### src/rtl/chn_arb_pkg.sv
// Shared types and sizing helpers for the channel/endpoint arbiter family.
// No logic, no latency.
// No flow control; types only.
package chn_arb_pkg;

    typedef enum logic [1:0] {
        IDLE  = 2'd0,
        GRANT = 2'd1,
        BUSY  = 2'd2
    } arb_state_e;

    localparam int NUM_CHN_DEF = 4;
    localparam int PTR_W       = $clog2(NUM_CHN_DEF);
    localparam int TIMER_W     = 8;

    // Index width for an n-entry vector; never narrower than one bit.
    function automatic int chn_idx_w(input int n);
        return (n > 1) ? $clog2(n) : 1;
    endfunction

endpackage

### src/rtl/chn_ep_arb_if.sv
// Channel-side bundle of the endpoint arbiter: requests, drive flags, token.
// No logic, no latency.
// Token is the only flow control: a channel drives TRN tx only while it holds it.
interface chn_ep_arb_if
    import chn_arb_pkg::*;
#(
    parameter int NUM_CHN = NUM_CHN_DEF
) ();

    localparam int PW = chn_idx_w(NUM_CHN);

    logic [NUM_CHN-1:0] chn_reqep;
    logic [NUM_CHN-1:0] chn_drvn;
    logic [NUM_CHN-1:0] chn_trn;
    logic [PW-1:0]      owner;
    logic               owner_vld;
    logic               arb_err;

    // Arbiter side.
    modport master (
        input  chn_reqep,
        input  chn_drvn,
        output chn_trn,
        output owner,
        output owner_vld,
        output arb_err
    );

    // Channel side.
    modport slave (
        output chn_reqep,
        output chn_drvn,
        input  chn_trn,
        input  owner,
        input  owner_vld,
        input  arb_err
    );

endinterface

### src/rtl/rr_pick.sv
// Rotating-priority encoder: first set req bit at or after ptr, wrapping.
// Purely combinational, zero latency.
// No flow control; hit is low when req is all zero.
module rr_pick
    import chn_arb_pkg::*;
#(
    parameter int N  = NUM_CHN_DEF,
    parameter int PW = PTR_W
) (
    input  logic [N-1:0]  req,
    input  logic [PW-1:0] ptr,
    output logic          hit,
    output logic [PW-1:0] idx
);

    logic [2*N-1:0] mask;
    logic [2*N-1:0] cand;

    // Duplicate req so the wrap-around becomes a plain lowest-bit search; the
    // lower copy is masked below ptr, the upper copy catches wrapped requesters.
    always_comb begin
        mask = {(2*N){1'b1}} << ptr;
        cand = {req, req} & mask;
        hit  = 1'b0;
        idx  = '0;
        for (int k = 2*N-1; k >= 0; k--) begin
            if (cand[k]) begin
                hit = 1'b1;
                idx = PW'(k % N);
            end
        end
    end

endmodule

### src/rtl/chn_ep_arb.sv
// Shares the endpoint TRN tx bus between channels with a round-robin one-hot token.
// Request to token 1 cycle from IDLE; drive-flag drop to token drop 1 cycle; >=1 idle cycle between owners.
// Token held until drive flag falls; an undriven grant is revoked after GRANT_TO+1 cycles.
module chn_ep_arb
    import chn_arb_pkg::*;
#(
    parameter int NUM_CHN  = NUM_CHN_DEF,
    parameter int GRANT_TO = 16
) (
    input  logic          clk250,
    input  logic          rst250_n,
    chn_ep_arb_if.master  bus
);

    localparam int PW = chn_idx_w(NUM_CHN);

    arb_state_e         state_q, state_d;
    logic [PW-1:0]      ptr_q, ptr_d;
    logic [PW-1:0]      own_q, own_d;
    logic [TIMER_W-1:0] timer_q, timer_d;
    logic [NUM_CHN-1:0] trn_q, trn_d;
    logic               vld_q, vld_d;
    logic               err_q, err_d;

    logic               pick_hit;
    logic [PW-1:0]      pick_idx;
    logic               do_grant;
    logic               do_release;
    logic               do_tick;

    rr_pick #(
        .N  (NUM_CHN),
        .PW (PW)
    ) u_pick (
        .req (bus.chn_reqep),
        .ptr (ptr_q),
        .hit (pick_hit),
        .idx (pick_idx)
    );

    // Registers: FSM state plus every output, so nothing reaches a port combinationally.
    always_ff @(posedge clk250 or negedge rst250_n) begin
        if (!rst250_n) begin
            state_q <= IDLE;
            ptr_q   <= '0;
            own_q   <= '0;
            timer_q <= '0;
            trn_q   <= '0;
            vld_q   <= 1'b0;
            err_q   <= 1'b0;
        end else begin
            state_q <= state_d;
            ptr_q   <= ptr_d;
            own_q   <= own_d;
            timer_q <= timer_d;
            trn_q   <= trn_d;
            vld_q   <= vld_d;
            err_q   <= err_d;
        end
    end

    // Next state: grant from IDLE, wait for the drive flag in GRANT, never preempt in BUSY.
    // The timer starts at 0 on the grant edge, so timer==GRANT_TO means the token
    // has been up GRANT_TO+1 cycles with no drive.
    always_comb begin
        state_d    = state_q;
        do_grant   = 1'b0;
        do_release = 1'b0;
        do_tick    = 1'b0;
        case (state_q)
            IDLE: begin
                if (pick_hit) begin
                    do_grant = 1'b1;
                    state_d  = GRANT;
                end
            end
            GRANT: begin
                if (bus.chn_drvn[own_q]) begin
                    state_d = BUSY;
                end else if (!bus.chn_reqep[own_q] ||
                             (timer_q == TIMER_W'(GRANT_TO))) begin
                    do_release = 1'b1;
                    state_d    = IDLE;
                end else begin
                    do_tick = 1'b1;
                end
            end
            BUSY: begin
                if (!bus.chn_drvn[own_q]) begin
                    do_release = 1'b1;
                    state_d    = IDLE;
                end
            end
            default: state_d = IDLE;
        endcase
    end

    // Output/datapath next values; owner is deliberately kept across a release.
    // Any drive flag outside the current token bit is an error, whatever the state.
    always_comb begin
        ptr_d   = ptr_q;
        own_d   = own_q;
        timer_d = timer_q;
        trn_d   = trn_q;
        vld_d   = vld_q;
        if (do_grant) begin
            trn_d           = '0;
            trn_d[pick_idx] = 1'b1;
            own_d           = pick_idx;
            vld_d           = 1'b1;
            timer_d         = '0;
        end
        if (do_release) begin
            trn_d = '0;
            vld_d = 1'b0;
            ptr_d = (own_q == PW'(NUM_CHN-1)) ? '0 : own_q + 1'b1;
        end
        if (do_tick) begin
            timer_d = timer_q + 1'b1;
        end
        err_d = |(bus.chn_drvn & ~trn_q);
    end

    assign bus.chn_trn   = trn_q;
    assign bus.owner     = own_q;
    assign bus.owner_vld = vld_q;
    assign bus.arb_err   = err_q;

endmodule

### src/flat_wrapper.sv
// flat-port wrapper written by rule: the top's interface ports become plain ports
module chn_ep_arb_flat import chn_arb_pkg::*;
#(
    parameter int NUM_CHN  = NUM_CHN_DEF,
    parameter int GRANT_TO = 16
)
  (clk250, rst250_n, bus_chn_reqep, bus_chn_drvn, bus_chn_trn, bus_owner, bus_owner_vld, bus_arb_err);
  chn_ep_arb_if #(.NUM_CHN(NUM_CHN)) bus_i ();
  input  logic clk250;
  input  logic rst250_n;
  input wire logic [$bits(bus_i.chn_reqep)-1:0] bus_chn_reqep;
  input wire logic [$bits(bus_i.chn_drvn)-1:0] bus_chn_drvn;
  output wire logic [$bits(bus_i.chn_trn)-1:0] bus_chn_trn;
  output wire logic [$bits(bus_i.owner)-1:0] bus_owner;
  output wire logic [$bits(bus_i.owner_vld)-1:0] bus_owner_vld;
  output wire logic [$bits(bus_i.arb_err)-1:0] bus_arb_err;
  assign bus_i.chn_reqep = bus_chn_reqep;
  assign bus_i.chn_drvn = bus_chn_drvn;
  assign bus_chn_trn = bus_i.chn_trn;
  assign bus_owner = bus_i.owner;
  assign bus_owner_vld = bus_i.owner_vld;
  assign bus_arb_err = bus_i.arb_err;
  chn_ep_arb #(.NUM_CHN(NUM_CHN), .GRANT_TO(GRANT_TO)) u_core (.clk250(clk250), .rst250_n(rst250_n), .bus(bus_i));
endmodule
### config.mk
export PLATFORM = sky130hd
export DESIGN_NAME = chn_ep_arb_flat
export DESIGN_NICKNAME = d
export VERILOG_FILES = /design/src/rtl/chn_arb_pkg.sv /design/src/rtl/chn_ep_arb_if.sv /design/src/rtl/rr_pick.sv /design/src/rtl/chn_ep_arb.sv /design/src/flat_wrapper.sv
export SDC_FILE = /design/constraint.sdc
export NUM_CORES = 1
export LEC_CHECK = 0
export ABC_AREA = 1
export CORE_MARGIN = 3
export CORE_UTILIZATION = 55
export DETAILED_ROUTE_END_ITERATION = 10
export PLACE_DENSITY = 0.85
export SYNTH_ARGS = -nofsm -noshare
export SYNTH_HDL_FRONTEND = slang
export SYNTH_HIERARCHICAL = 1
export SYNTH_SLANG_ARGS = --single-unit
### constraint.sdc
create_clock -name clk250 -period 2.9 [get_ports clk250]
set_input_delay 0.58 -clock clk250 [delete_from_list [all_inputs] [get_ports clk250]]
set_output_delay 0.58 -clock clk250 [all_outputs]
set_load 0.03 [all_outputs]
==> results of run 1 <==
[final cells by class]
cell class	count	area, µm²
Clock buffer	4	36.3
Fill cell	172	579
Inverter	30	113
Multi-Input combinational cell	120	669
Sequential cell	20	500
Tap cell	27	33.8
Timing Repair Buffer	17	170
[cell usage in the layout, fill, tap and decap left out, types with 2 or more instances in the layout]
cell type | netlist | routed
nand3b_1 | 3 | 3
ha_1 | 6 | 6
nand2_1 | 48 | 48
clkdlybuf4s50_1 | 0 | 17
clkbuf_4 | 0 | 3
xor2_1 | 2 | 2
nor3_1 | 4 | 4
o21a_1 | 2 | 2
inv_1 | 29 | 29
nand2_2 | 4 | 4
nor2_1 | 10 | 10
o21ai_1 | 3 | 3
nand2_4 | 2 | 2
o21ai_0 | 3 | 3
dfrtp_1 | 20 | 20
nand3_1 | 19 | 19
nand3_2 | 3 | 3
[registers in the layout, summed over array words and instances (netlist names)]
| register | flops |
|---|---|
| u_core/bus.owner_vld | 1 |
| u_core/timer_q | 8 |
| u_core/bus.chn_trn | 4 |
| u_core/bus.owner | 2 |
| u_core/ptr_q | 2 |
| u_core/bus.arb_err | 1 |
| u_core/state_q | 2 |
[worst paths after layout]
kind	from	cells past startpoint	slack [ns]	to
min in group asynchronous	rst250_n	1	0.77	u_core/bus.owner[0]
setup / recovery	u_core/bus.owner[0]	1	0.77	bus_owner[0]
hold / removal	u_core/bus.owner_vld	1	0.51	u_core/bus.owner_vld
hold reg to reg	u_core/bus.owner_vld	1	0.51	u_core/bus.owner_vld
max in group asynchronous	rst250_n	1	1.59	u_core/timer_q[0]
setup reg to reg	u_core/state_q[1]	6	1.26	u_core/bus.chn_trn[3]
[power by group through the flow]
| stage | Clock [µW] | Combinational, µW | Sequential [µW] |
|---|---|---|---|
| after global routing | 185 | 791 | 450 |
| after CTS | 166 | 720 | 437 |
| after floorplan | 0 | 432 | 516 |
| after detailed placement | 0 | 717 | 443 |
| final | 164 | 715 | 438 |
| after global placement | 0 | 690 | 436 |
[routing by layer]
metal | GRT usage [%] | vias up | part of all wire [%]
li1 | - | 581 | -
met2 | 37.2 | 45 | 49
met3 | 3.27 | 8 | 7.4
met5 | 0 | - | 0
met4 | 10.8 | 0 | 2.0
met1 | 28.9 | 523 | 42
[cells by family (layout without fill, tap and decap cells)]
family / after synthesis / after routing
adders and majority gates: 6 / 6
xor gates and xnor gates: 3 / 3
DFF: 20 / 20
AOI/OAI and AO/OA: 15 / 15
buffers and inverters: 32 / 51
and+or+nand+nor: 96 / 96
[per-stage QoR]
step                      hold slack [ns]  cell area (µm²)
final                               0.515             1520
after global routing                0.552             1520
after CTS                           0.520             1520
after detailed placement            0.493             1490
after global placement              0.486             1490
after floorplan                     0.284             1300
[worst register-to-register path, stage by stage (launching register included)]
cell and delay [ns]:
dfrtp_1 0.42, inv_1 0.10, ha_1 0.20, nand2_1 0.28
inv_1 0.25, nand3_1 0.12, a22oi_1 0.20
==> impl_metrics.ini, run 1 <==
[status]
outcome = complete, no violations

[pwr]
p_leak_uw = 0.000795
p_sw_uw = 619
p_seq_share_pct = 33.2
internal_power_uw = 698
clkPwrFrac_pct = 12.5
power_uw = 1320
comb_power_share_pct = 54.3
vdd_drop_max_v = 0.000581
power_density_nw_per_um2 = 865
switching_share_pct = 47.0

[worst_setup_path]
path_cells = clkdlybuf4s50_1
worstPathRequired_ns = 2.32
critical-path-top-delay-family = buffers and inverters
cpPeakStageDelay_ns = 0.73
worstSetupPathType = reg2out
crit_buf_inv = 1
cp_slowest_cell = clkdlybuf4s50_1
worstSetupStartpointType = flop
crit_arrival_ns = 1.55
path_max_fanout = 8
cp-end-kind = primary output

[logic_synthesis]
synth_top_area_cell = dfrtp_1
syn_inst = 172
synth_top_family_by_area = simple AND/OR/NAND/NOR gates
synth-compound-area-share_pct = 7.80
synth_xor_area_share_pct = 2.02
synth_fa_ha_area_share_pct = 5.78
synthMuxAreaShare_pct = 0
ys.flop_type = dfrtp_1
yosysMostFrequentCell = nand2_1
syn-num-nets = 188
synth_edf_count = 0
synth-seq-area-share_pct = 38.5
synth_area_um2 = 1300
synth_simple_gate_area_share_pct = 35.9
ys_types = 29
avgSynthCellArea_um2 = 7.55
yosys-top-cells-count = 48 x nand2_1, 29 x inv_1, 20 x dfrtp_1
synth_area_leaders = dfrtp_1 39%, nand2_1 14%, inv_1 8.4%
async_flop_share_pct = 100
synth_warnings = 6
ys_ff_latch = 20
yosysTopAreaCellShare_pct = 38.5

[timing]
finalSetupViolations = 0
final_hold_viol_count = 0
tightest_slew_ns = 0.884
layout_setup_ws_ns = 0.766
rsz0062_at_grt = false
finClkSkew_ns = 0.00131
timing.final.crit_period_ns = 2.13
drv_slew = 0
relSlewSlack_pct = 40.9
post-route-period-util_pct = 73.6
clock.fmax_mhz = 469
setup_tns_ns = 0

[clock_network]
htreeDepth = 1
numClockSinks = 20
cts_made_buffers = 3
postCtsSetupRepairBufs = 0
cts_buffer_depth = 2
ctsResizeCount = 0
tritoncts = done
clock_latency_ns = 0.30
root_buffer = clkbuf_4
cts_hold_buffers = 0
clk_pin_slew_ns = 0.12

[final_layout]
fin_util_pct = 72.4
layout-area-overhead-vs-synth_pct = 17.2
finalNonFillerCells = 218
num_antenna_cells = 0
drive_gt1_share_pct = 9.95
nets = 208

[grt]
grt-ovfl-total = 0
grt_pass1_wl_mm = 4.79
antenna_found_initial = 0
grt_pass1_vias = 1106
grt_max_degree = 21
grt_usage_pct = 22.6

[detailed_routing]
vias_per_cell = 5.31
via_count = 1157
route.detailed.wl_per_inst_um = 13.1
drtIter0Drc = 28
drc = 0
drt_pass1_iterations = 4
ant_nets = 0
drt_wl_total_mm = 2.87

[worst_hold_path]
worstHoldPathType = reg2reg

[placement]
pre_cts_ws_ns = 0.562
gp_congestion = 0.848
numPortBuffers = 17
place_inst = 214
hpwl_mm = 2.30

[floorplanning]
fp.dieW_um = 54.6
initial_core_util_pct = 61.8
die_h_um = 54.6
io_pins = 18
die-area_um2 = 2980
rows = 16
core_area_um2 = 2100

[run]
maxCapViolations = 0
No activity file was read; power rests on OpenSTA's default activity.
==> run 2, diff against run 1 <==
--- a/config.mk
+++ b/config.mk
@@ -7,9 +7,9 @@
 export LEC_CHECK = 0
 export ABC_AREA = 1
 export CORE_MARGIN = 3
-export CORE_UTILIZATION = 55
+export CORE_UTILIZATION = 54
 export DETAILED_ROUTE_END_ITERATION = 10
-export PLACE_DENSITY = 0.85
+export PLACE_DENSITY = 0.84
 export SYNTH_ARGS = -nofsm -noshare
 export SYNTH_HDL_FRONTEND = slang
 export SYNTH_HIERARCHICAL = 1
==> constraint.sdc (replaced) <==
create_clock -name clk250 -period 2.05 [get_ports clk250]
set_input_delay 0.41 -clock clk250 [delete_from_list [all_inputs] [get_ports clk250]]
set_output_delay 0.41 -clock clk250 [all_outputs]
set_load 0.03 [all_outputs]
==> run 2 against run 1 <==
  * Setup slack lost 0.65 ns
  * Cell count grew 1.4%
  * Critical path depth is the same
  * Core utilization shrank 4.2 points
  * Sequential share of layout area shrank 0.35 points
  * Via count shrank 0.17%
  * Global-route usage shrank 0.35 points
  * Critical endpoint unchanged
  * Largest cell class unchanged
==> impl_metrics.ini, run 2 (synthesized netlist as in run 1, its figures left out) <==
[status]
outcome = complete, no violations

[timing]
drv_slew = 0
rsz0062_at_grt = false
clock.fmax_mhz = 518
setup_tns_ns = 0
finalSetupViolations = 0
post-route-period-util_pct = 94.2
relSlewSlack_pct = 78.2
tightest_slew_ns = 0.325
timing.final.crit_period_ns = 1.93
final_hold_viol_count = 0
finClkSkew_ns = 0.00111

[floorplanning]
rows = 17
initial_core_util_pct = 57.6
fp.dieW_um = 55.0
io_pins = 18
core_area_um2 = 2250
die_h_um = 55.0
die-area_um2 = 3030

[clock_network]
cts_made_buffers = 3
clock_latency_ns = 0.31
cts_hold_buffers = 0
htreeDepth = 1
numClockSinks = 20
ctsResizeCount = 0
root_buffer = clkbuf_4
cts_buffer_depth = 2
postCtsSetupRepairBufs = 0
clk_pin_slew_ns = 0.11
tritoncts = done

[worst_setup_path]
rr_endpoint = u_core/timer_q[3]
cpPeakStageDelay_ns = 0.72
worstSetupStartpointType = flop
critical-path-top-delay-family = buffers and inverters
worstPathRequired_ns = 1.64
ff2ff_path_depth = 9
path_cells = clkdlybuf4s50_1
worstSetupPathType = reg2out
cp_slowest_cell = clkdlybuf4s50_1
crit_buf_inv = 1
path_max_fanout = 8
crit_arrival_ns = 1.52
cp-end-kind = primary output
r2r_start = u_core/timer_q[0]
r2r_setup_slack_ns = 0.45

[detailed_routing]
drt_wl_total_mm = 2.84
ant_nets = 0
drtIter0Drc = 54
route.detailed.wl_per_inst_um = 12.8
drc = 0
drt_pass1_iterations = 4
via_count = 1155
vias_per_cell = 5.23

[final_layout]
final_common_cell = nand2_1
mostFrequentLayoutCells = 48 x nand2_1, 29 x inv_1, 20 x dfrtp_1, 19 x nand3_1, 17 x clkdlybuf4s50_1
num_antenna_cells = 0
nets = 210
largest_register_ffs = 8
drive_gt1_share_pct = 10.9
top_register = u_core/timer_q
fin_util_pct = 68.3
layout-area-overhead-vs-synth_pct = 18.5

[placement]
numPortBuffers = 17
gp_congestion = 0.869
hpwl_mm = 2.20

[grt]
grt_use_met3_pct = 3.75
use_met1_pct = 28.5
grt_pass1_vias = 1137
grt_usage_pct = 22.3
grtUsageMet2_pct = 36.6
grt-ovfl-total = 0
antenna_found_initial = 0
grt_busiest_layer = met2
grt_max_degree = 21
grt_pass1_wl_mm = 4.84

[pwr]
p_leak_uw = 0.000805
power_density_nw_per_um2 = 1230
vdd_drop_max_v = 0.00103
power_uw = 1890

[worst_hold_path]
worstHoldPathType = in2async

[run]
maxCapViolations = 0
==> run 2: cell types whose count changed in the layout (fill, tap and decap cells not counted), sizes merged <==
cell	delta
buf	+2
==> run 2: how the worst max path moves through the flow <==
stage / cells past startpoint / slack [ns] / to / startpoint
detailed placement: 10 / 0.09 / u_core/bus.chn_trn[2] / bus_chn_reqep[3]
finish: 1 / 0.12 / bus_owner[0] / u_core/bus.owner[0]
global placement: 10 / 0.19 / u_core/bus.chn_trn[1] / bus_chn_reqep[3]
global route: 1 / 0.04 / bus_owner[0] / u_core/bus.owner[0]
floorplan: 8 / 0.56 / u_core/timer_q[0] / u_core/bus.owner[0]
CTS: 1 / 0.1 / bus_owner[0] / u_core/bus.owner[0]
==> run 2: where the power goes <==
group,internal (µW),leakage [µW],total [µW],switching [µW]
clock,109,0.0000210,235,126
sequential,507,0.000259,618,111
combinational,386,0.000525,1030,647
==> run 2: per-stage QoR <==
step	cells	hold WS, ns	setup WS, ns	area (µm²)
CTS	221	0.426	0.0977	1540
detailed placement	217	0.496	0.0909	1500
floorplan	172	0.114	0.557	1300
global route	221	0.430	0.0405	1540
finish	221	0.424	0.120	1540
global placement	217	0.492	0.191	1500
==> run 2: layer usage <==
metal | wire length, µm | vias up | part of all wire (%)
li1 | - | 583 | -
met1 | 1280 | 537 | 45
met2 | 1370 | 29 | 48
met3 | 138 | 6 | 4.9
met4 | 46 | 0 | 1.6
met5 | 0 | - | 0
==> run 2: layout make-up <==
class	count	area, µm²
Fill cell	195	716
Multi-Input combinational cell	120	669
Sequential cell	20	500
Timing Repair Buffer	19	185
Inverter	30	113
Clock buffer	4	36.3
Tap cell	28	35.0
